$ cat src/rtl/palette_loader.sv
// palette_loader: copies a run of 16-bit words from system memory into the palette write port.
module palette_loader #(
  parameter int SRC_WIDTH = 16,
  parameter int DST_WIDTH = 10
) (
  input  logic                 clk,
  input  logic                 reset_n,
  input  logic                 start,
  input  logic                 abort,
  input  logic [SRC_WIDTH-1:0] src_base,
  input  logic [DST_WIDTH-1:0] dst_base,
  input  logic [DST_WIDTH:0]   word_count,
  output logic                 busy,
  output logic                 done,
  output logic                 src_req,
  output logic [SRC_WIDTH-1:0] src_addr,
  input  logic                 src_grant,
  input  logic [15:0]          src_rdata,
  output logic                 pal_en,
  output logic                 pal_write,
  output logic [DST_WIDTH-1:0] pal_addr,
  output logic [15:0]          pal_wdata
);
  typedef enum logic [2:0] {IDLE, REQ, DATA, WRITE, FIN} state_t;
  state_t               state_q, state_d;
  logic [SRC_WIDTH-1:0] src_ptr_q, src_ptr_d;
  logic [DST_WIDTH-1:0] dst_ptr_q, dst_ptr_d;
  logic [DST_WIDTH:0]   rem_q, rem_d;
  logic [15:0]          data_q, data_d;
  always_ff @(posedge clk) begin
    if (!reset_n) begin
      state_q   <= IDLE;
      src_ptr_q <= '0;
      dst_ptr_q <= '0;
      rem_q     <= '0;
      data_q    <= '0;
    end else begin
      state_q   <= state_d;
      src_ptr_q <= src_ptr_d;
      dst_ptr_q <= dst_ptr_d;
      rem_q     <= rem_d;
      data_q    <= data_d;
    end
  end
  always_comb begin
    state_d   = state_q;
    src_ptr_d = src_ptr_q;
    dst_ptr_d = dst_ptr_q;
    rem_d     = rem_q;
    data_d    = data_q;
    case (state_q)
      IDLE: if (start) begin
        state_d = (word_count == '0) ? FIN : REQ;
        if (word_count != '0) begin
          src_ptr_d = src_base;
          dst_ptr_d = dst_base;
          rem_d     = word_count;
        end
      end
      REQ: state_d = abort ? IDLE : (src_grant ? DATA : REQ);
      DATA: begin
        state_d = abort ? IDLE : WRITE;
        data_d  = src_rdata;
      end
      WRITE: if (abort) state_d = IDLE;
      else begin
        src_ptr_d = src_ptr_q + SRC_WIDTH'(1);
        dst_ptr_d = dst_ptr_q + DST_WIDTH'(1);
        rem_d     = rem_q - (DST_WIDTH+1)'(1);
        state_d   = (rem_q == (DST_WIDTH+1)'(1)) ? FIN : REQ;
      end
      default: state_d = IDLE;
    endcase
  end
  // abort may combinationally squash the write strobe; grant/rdata never reach outputs
  assign busy      = (state_q == REQ) || (state_q == DATA) || (state_q == WRITE);
  assign done      = (state_q == FIN);
  assign src_req   = (state_q == REQ);
  assign src_addr  = (state_q == REQ) ? src_ptr_q : '0;
  assign pal_en    = (state_q == WRITE) && !abort;
  assign pal_write = pal_en;
  assign pal_addr  = (state_q == WRITE) ? dst_ptr_q : '0;
  assign pal_wdata = (state_q == WRITE) ? data_q : '0;
endmodule

$ cat config.mk
export PLATFORM = sky130hd
export DESIGN_NAME = palette_loader
export DESIGN_NICKNAME = d
export VERILOG_FILES = /design/src/rtl/palette_loader.sv
export SDC_FILE = /design/constraint.sdc
export NUM_CORES = 1
export LEC_CHECK = 0
export ABC_AREA = 1
export BUFFER_PORTS_ARGS = -buffer_cell sky130_fd_sc_hd__buf_2
export CORE_ASPECT_RATIO = 2
export CORE_MARGIN = 4
export CORE_UTILIZATION = 52
export CTS_CLUSTER_DIAMETER = 30
export DETAILED_ROUTE_END_ITERATION = 10
export GPL_ROUTABILITY_DRIVEN = 0
export HOLD_SLACK_MARGIN = 0.06
export PLACE_DENSITY = 0.81
export SLEW_MARGIN = 15
export SYNTH_ARGS = -nofsm -noshare
export SYNTH_HDL_FRONTEND = slang
export SYNTH_SLANG_ARGS = --single-unit
$ cat constraint.sdc
create_clock -name clk -period 1.7 [get_ports clk]
set_input_delay 0.34 -clock clk [delete_from_list [all_inputs] [get_ports clk]]
set_output_delay 0.34 -clock clk [all_outputs]
set_load 0.01 [all_outputs]
Yosys cells after proc, flatten, opt, wreduce, memory -nomap -nowiden. Index checks and enable logic that the tools add are counted.

Bits in registers: 56. Bits of input ports: 58. Output and inout bits: 47.

$add $sub $neg: 3. Equality and inequality tests: 8. Mux-type cells: 23. Reduce and logical (&&, ||, !) cells: 9.

Operators by type and width (number): $mux 16 (5); $mux 10 (4); $mux 11 (3); $pmux 16 s2 (1); $pmux 11 s2 (1); $pmux 10 s2 (1); $add 16x1->16 const B (1); $mux 3 (4); $pmux 3 s4 (1); $eq 11x1->1 const B (1); $logic_not 11->1 (1); $reduce_bool 11->1 (1); $sub 11x1->11 const B (1); $add 10x1->10 const B (1); $eq 3x2->1 const B (2); $mux 2 (3); $ne 2x2->1 const B (3); $reduce_and 4->1 (1); $eq 3x1->1 const B (1); $eq 3x3->1 const B (1); $logic_not 3->1 (1); $logic_or 1x1->1 (2); $reduce_bool 2->1 (1); $logic_and 1x1->1 (1); $logic_not 1->1 (1).

Longest topological paths before layout.
Depth in word-level cells: 4. Gate-level depth with buffers: 11. Depth with buffers taken out: 10.

Worst setup path before layout. Ideal clock, no wire load.

Path type: flip-flop to output port. Start point: register state_q[0]. End point: output port src_addr[10]. Arrival time: 1.430 ns. Path slack: -0.070 ns. Stages on the path, launching flop included: 6. Cells stage by stage: dfxtp_1 inv_1 nor3_1 inv_1 buf_2 nor2_1.

Longest elaborated chain between the ends: 2.

Ends and longest elaborated chain: start: declaration (RTL line 25) `state_t state_q, state_d;`; start signal: assignment (RTL line 38) `state_q <= state_d;`; $eq 3x1->1; named net src_req (RTL line 15) `output logic src_req,`; $mux 16 (RTL line 79) `assign src_addr = (state_q == REQ) ? src_ptr_q : '0;`; end: declaration (RTL line 16) `output logic [SRC_WIDTH-1:0] src_addr,`.

The timed path passes the listed nets, and every way through them passes these cells.

Worst setup path after layout.
Start point: register state_q[1]. End point: output port src_addr[7].

Longest elaborated chain between the ends: 2.

Ends and longest elaborated chain (RTL line): $eq 3x1->1 (79); $mux 16 (79).

Every way passes these cells.

==> flow_summary.ini <==
[status]
status = finished with violations
violations = setup timing

[power_and_ir_drop]
p_leak_uw = 0.00217
p_per_area_nw_per_um2 = 730
worst_ir_drop_vdd_uv = 742

[clocking]
cts-root-buf = clkbuf_16
clkLatencyLatePin_ns = 0.30
clock_sinks = 56
holdBufCountCts = 0
cts_buffer_depth = 2
cts_tree = done
clkSlewWorstSetupHoldPaths_ns = 0.07
htree_levels = 2
numCtsBuffers = 5

[worst_setup_path]
regToRegSetupSlack_ns = 0.02
start_kind = register
crit_family = buffers and inverters
cpMostUsedCell = buf_6
critPathKind = reg2out
timing.rr.end = rem_q[6]$_SDFFE_PN0P_
worstPathArrival_ns = 1.39
endpoint_kind = output port
path_max_fanout = 8
cpPeakStageDelay_ns = 0.34
r2r_start = state_q[2]$_SDFFE_PN0N_
cp.required_ns = 1.36
path_cells = buf_6 > nor3_4 > buf_6 > inv_8 > nor2_1 > buf_2
path_buf_inv = 4
cp_slowest_cell = dfxtp_2
reg2reg_depth = 10

[timing]
hold_viol = 0
drv_slew = 0
clock_skew_ns = 0.00942
min_period_ns = 1.73
finalSetupViolCount = 12
rsz0062_at_grt = true
fmax_mhz = 579
tightestPinTransition_ns = 0.412
hold_slack_ns = 0.317
fin_tns_setup_ns = -0.180
period_share = 1.02
worst_slack_ns = -0.0274
relSlewSlack = 0.723

[min_path]
min_to = data_q[0]$_SDFFE_PN0N_
hold_depth = 3
hold_class = in2reg
min_from = src_rdata[0]

[floorplan]
core_area_um2 = 6570
dieArea_um2 = 8150
die_x_um = 65.9
ios = 105
dieHeight_um = 124
start_util = 0.530
fp-row-count = 42

[synthesis]
yosys_register_bits = 56
syn_inst = 578
seq_area_frac_synth = 0.322
syn_area_um2 = 3480
ys_types = 29
yosys_warnings = 0
syn_avg_cell_area_um2 = 6.03
postSynthNetCount = 640

[place]
placed_cells = 754
port_buffers = 104
placed_area_um2 = 4120
dp_hpwl_um = 7510

[grt]
overflow = 0
grt_max_degree = 44
antenna_found_initial = 0
grtUsageTotal = 0.269
grt_pass1_wl_um = 17300
grt_pass1_vias = 4020

[routing]
wl_per_cell_um = 14.6
first_pass_iters = 5
ant_nets = 0
vias_per_cell = 5.40
num_vias = 4215
drc_errors = 0
drt_wl_total_um = 11400
drtIter0Drc = 287

[cells_and_area]
insertedDiodeCount = 0
final_cells = 781
fin_area_um2 = 4740
layout-drive-gt1-share = 0.302
area_delta_synth_final_pct = 36.0
final_core_util = 0.721
final_nets = 754

[run]
cap_violations = 0
-- Yosys cell counts --
library cell	instances	area (µm²)
o31ai_1	2	15.0
o21bai_1	2	15.0
nand3_1	41	205
or2_2	7	43.8
inv_1	71	267
buf_6	4	45.0
ha_1	4	50.1
clkbuf_1	11	41.3
buf_4	2	15.0
nor2_1	97	364
dfxtp_1	56	1120
nand2_1	121	454
nor2_2	1	6.26
a31oi_1	1	6.26
clkbuf_2	1	5.00
nor2_4	2	22.5
nand2_2	3	18.8
inv_2	4	15.0
a21oi_1	52	260
nand4_1	6	37.5
o21ai_1	3	15.0
a21oi_4	1	16.3
a21o_1	1	7.51
o21ai_0	65	325
nor3_1	8	40.0
nand3_4	1	17.5
buf_1	1	3.75
buf_2	9	45.0
inv_4	1	6.26
-- how the worst max path moves through the flow --
stage | slack [ns] | endpoint | depth (start not counted) | start
6_report | -0.03 | src_addr[7] | 6 | state_q[1]$_SDFFE_PN0N_
5_1_grt | -0.07 | src_addr[14] | 6 | state_q[1]$_SDFFE_PN0N_
4_1_cts | -0.003 | src_addr[9] | 5 | state_q[1]$_SDFFE_PN0N_
3_5_place_dp | 0.07 | dst_ptr_q[9]$_SDFFE_PN0P_ | 8 | state_q[0]$_SDFFE_PN0N_
3_3_place_gp | 0.13 | dst_ptr_q[3]$_SDFFE_PN0P_ | 11 | word_count[1]
2_1_floorplan | 0.12 | src_addr[10] | 5 | state_q[0]$_SDFFE_PN0N_
-- worst register-to-register path, cell delays in order (launching register included) --
cell,delay [ns]
dfxtp_2,0.34
inv_2,0.07
nand3_4,0.19
bufbuf_16,0.33
buf_4,0.14
buf_4,0.15
a21oi_1,0.13
o21ai_0,0.10
nand2_1,0.06
nor2_1,0.03
nor2_1,0.09
-- per-layer routing --
layer | global-route usage | routed length, µm | vias up | part of all wire
met5 | 0 | 0 | - | 0
met4 | 0.165 | 537 | 0 | 0.047
met3 | 0.0596 | 746 | 42 | 0.065
met2 | 0.491 | 6220 | 203 | 0.55
met1 | 0.268 | 3900 | 1902 | 0.34
li1 | - | - | 2068 | -
-- flip-flops by register name, summed over array words and instances (netlist names) --
| register | cells |
|---|---|
| rem_q | 11 |
| data_q | 16 |
| state_q | 3 |
| dst_ptr_q | 10 |
| src_ptr_q | 16 |
-- cell families (layout without fill, tap and decap cells) --
logic type / after synthesis / count (layout) / share of synthesized area
AO/OA/AOI/OAI: 127 / 127 / 0.190
adder cells (fa/ha/maj): 4 / 4 / 0.0144
flip-flops: 56 / 56 / 0.322
buffers and inverters: 104 / 219 / 0.127
AND/OR/NAND/NOR: 287 / 287 / 0.347
-- repair_timing --
action                     CTS  global route
buffers inserted             8             6
gates cloned                 2             3
setup endpoints to repair   30            68
pin swaps                    1             2
resized for setup           11            76
-- cells in the final DEF, fill, tap and decap left out, drive strengths merged, types with 4 or more instances in the layout --
cell,count
nor3,8
or2,7
buf,131
nand3,42
ha,4
nand4,6
dfxtp,56
nand2,124
inv,77
clkbuf,7
nor2,100
o21ai,68
a21oi,53
-- report_power, final --
part           internal (µW)  total [µW]  switching, µW
combinational            339         886            547
clock                    551        1040            489
sequential              1430        1530            105
total                   2320        3460           1140
-- per-stage QoR --
stage	worst slack (ns)	power (µW)
2_1_floorplan	0.118	2050
3_3_place_gp	0.131	2270
3_5_place_dp	0.0715	2290
4_1_cts	-0.00331	3340
5_1_grt	-0.0711	3640
6_report	-0.0274	3460
-- layout make-up --
class	count	area, µm²
clock buffer	6	129
multi-input combinational	418	2110
timing repair inverter	1	11.3
tap	88	110
sequential	56	1120
inverter	76	298
fill	567	1830
timing repair buffer	134	942
clock inverter	2	16.3
No activity file was read; power rests on OpenSTA's default activity.
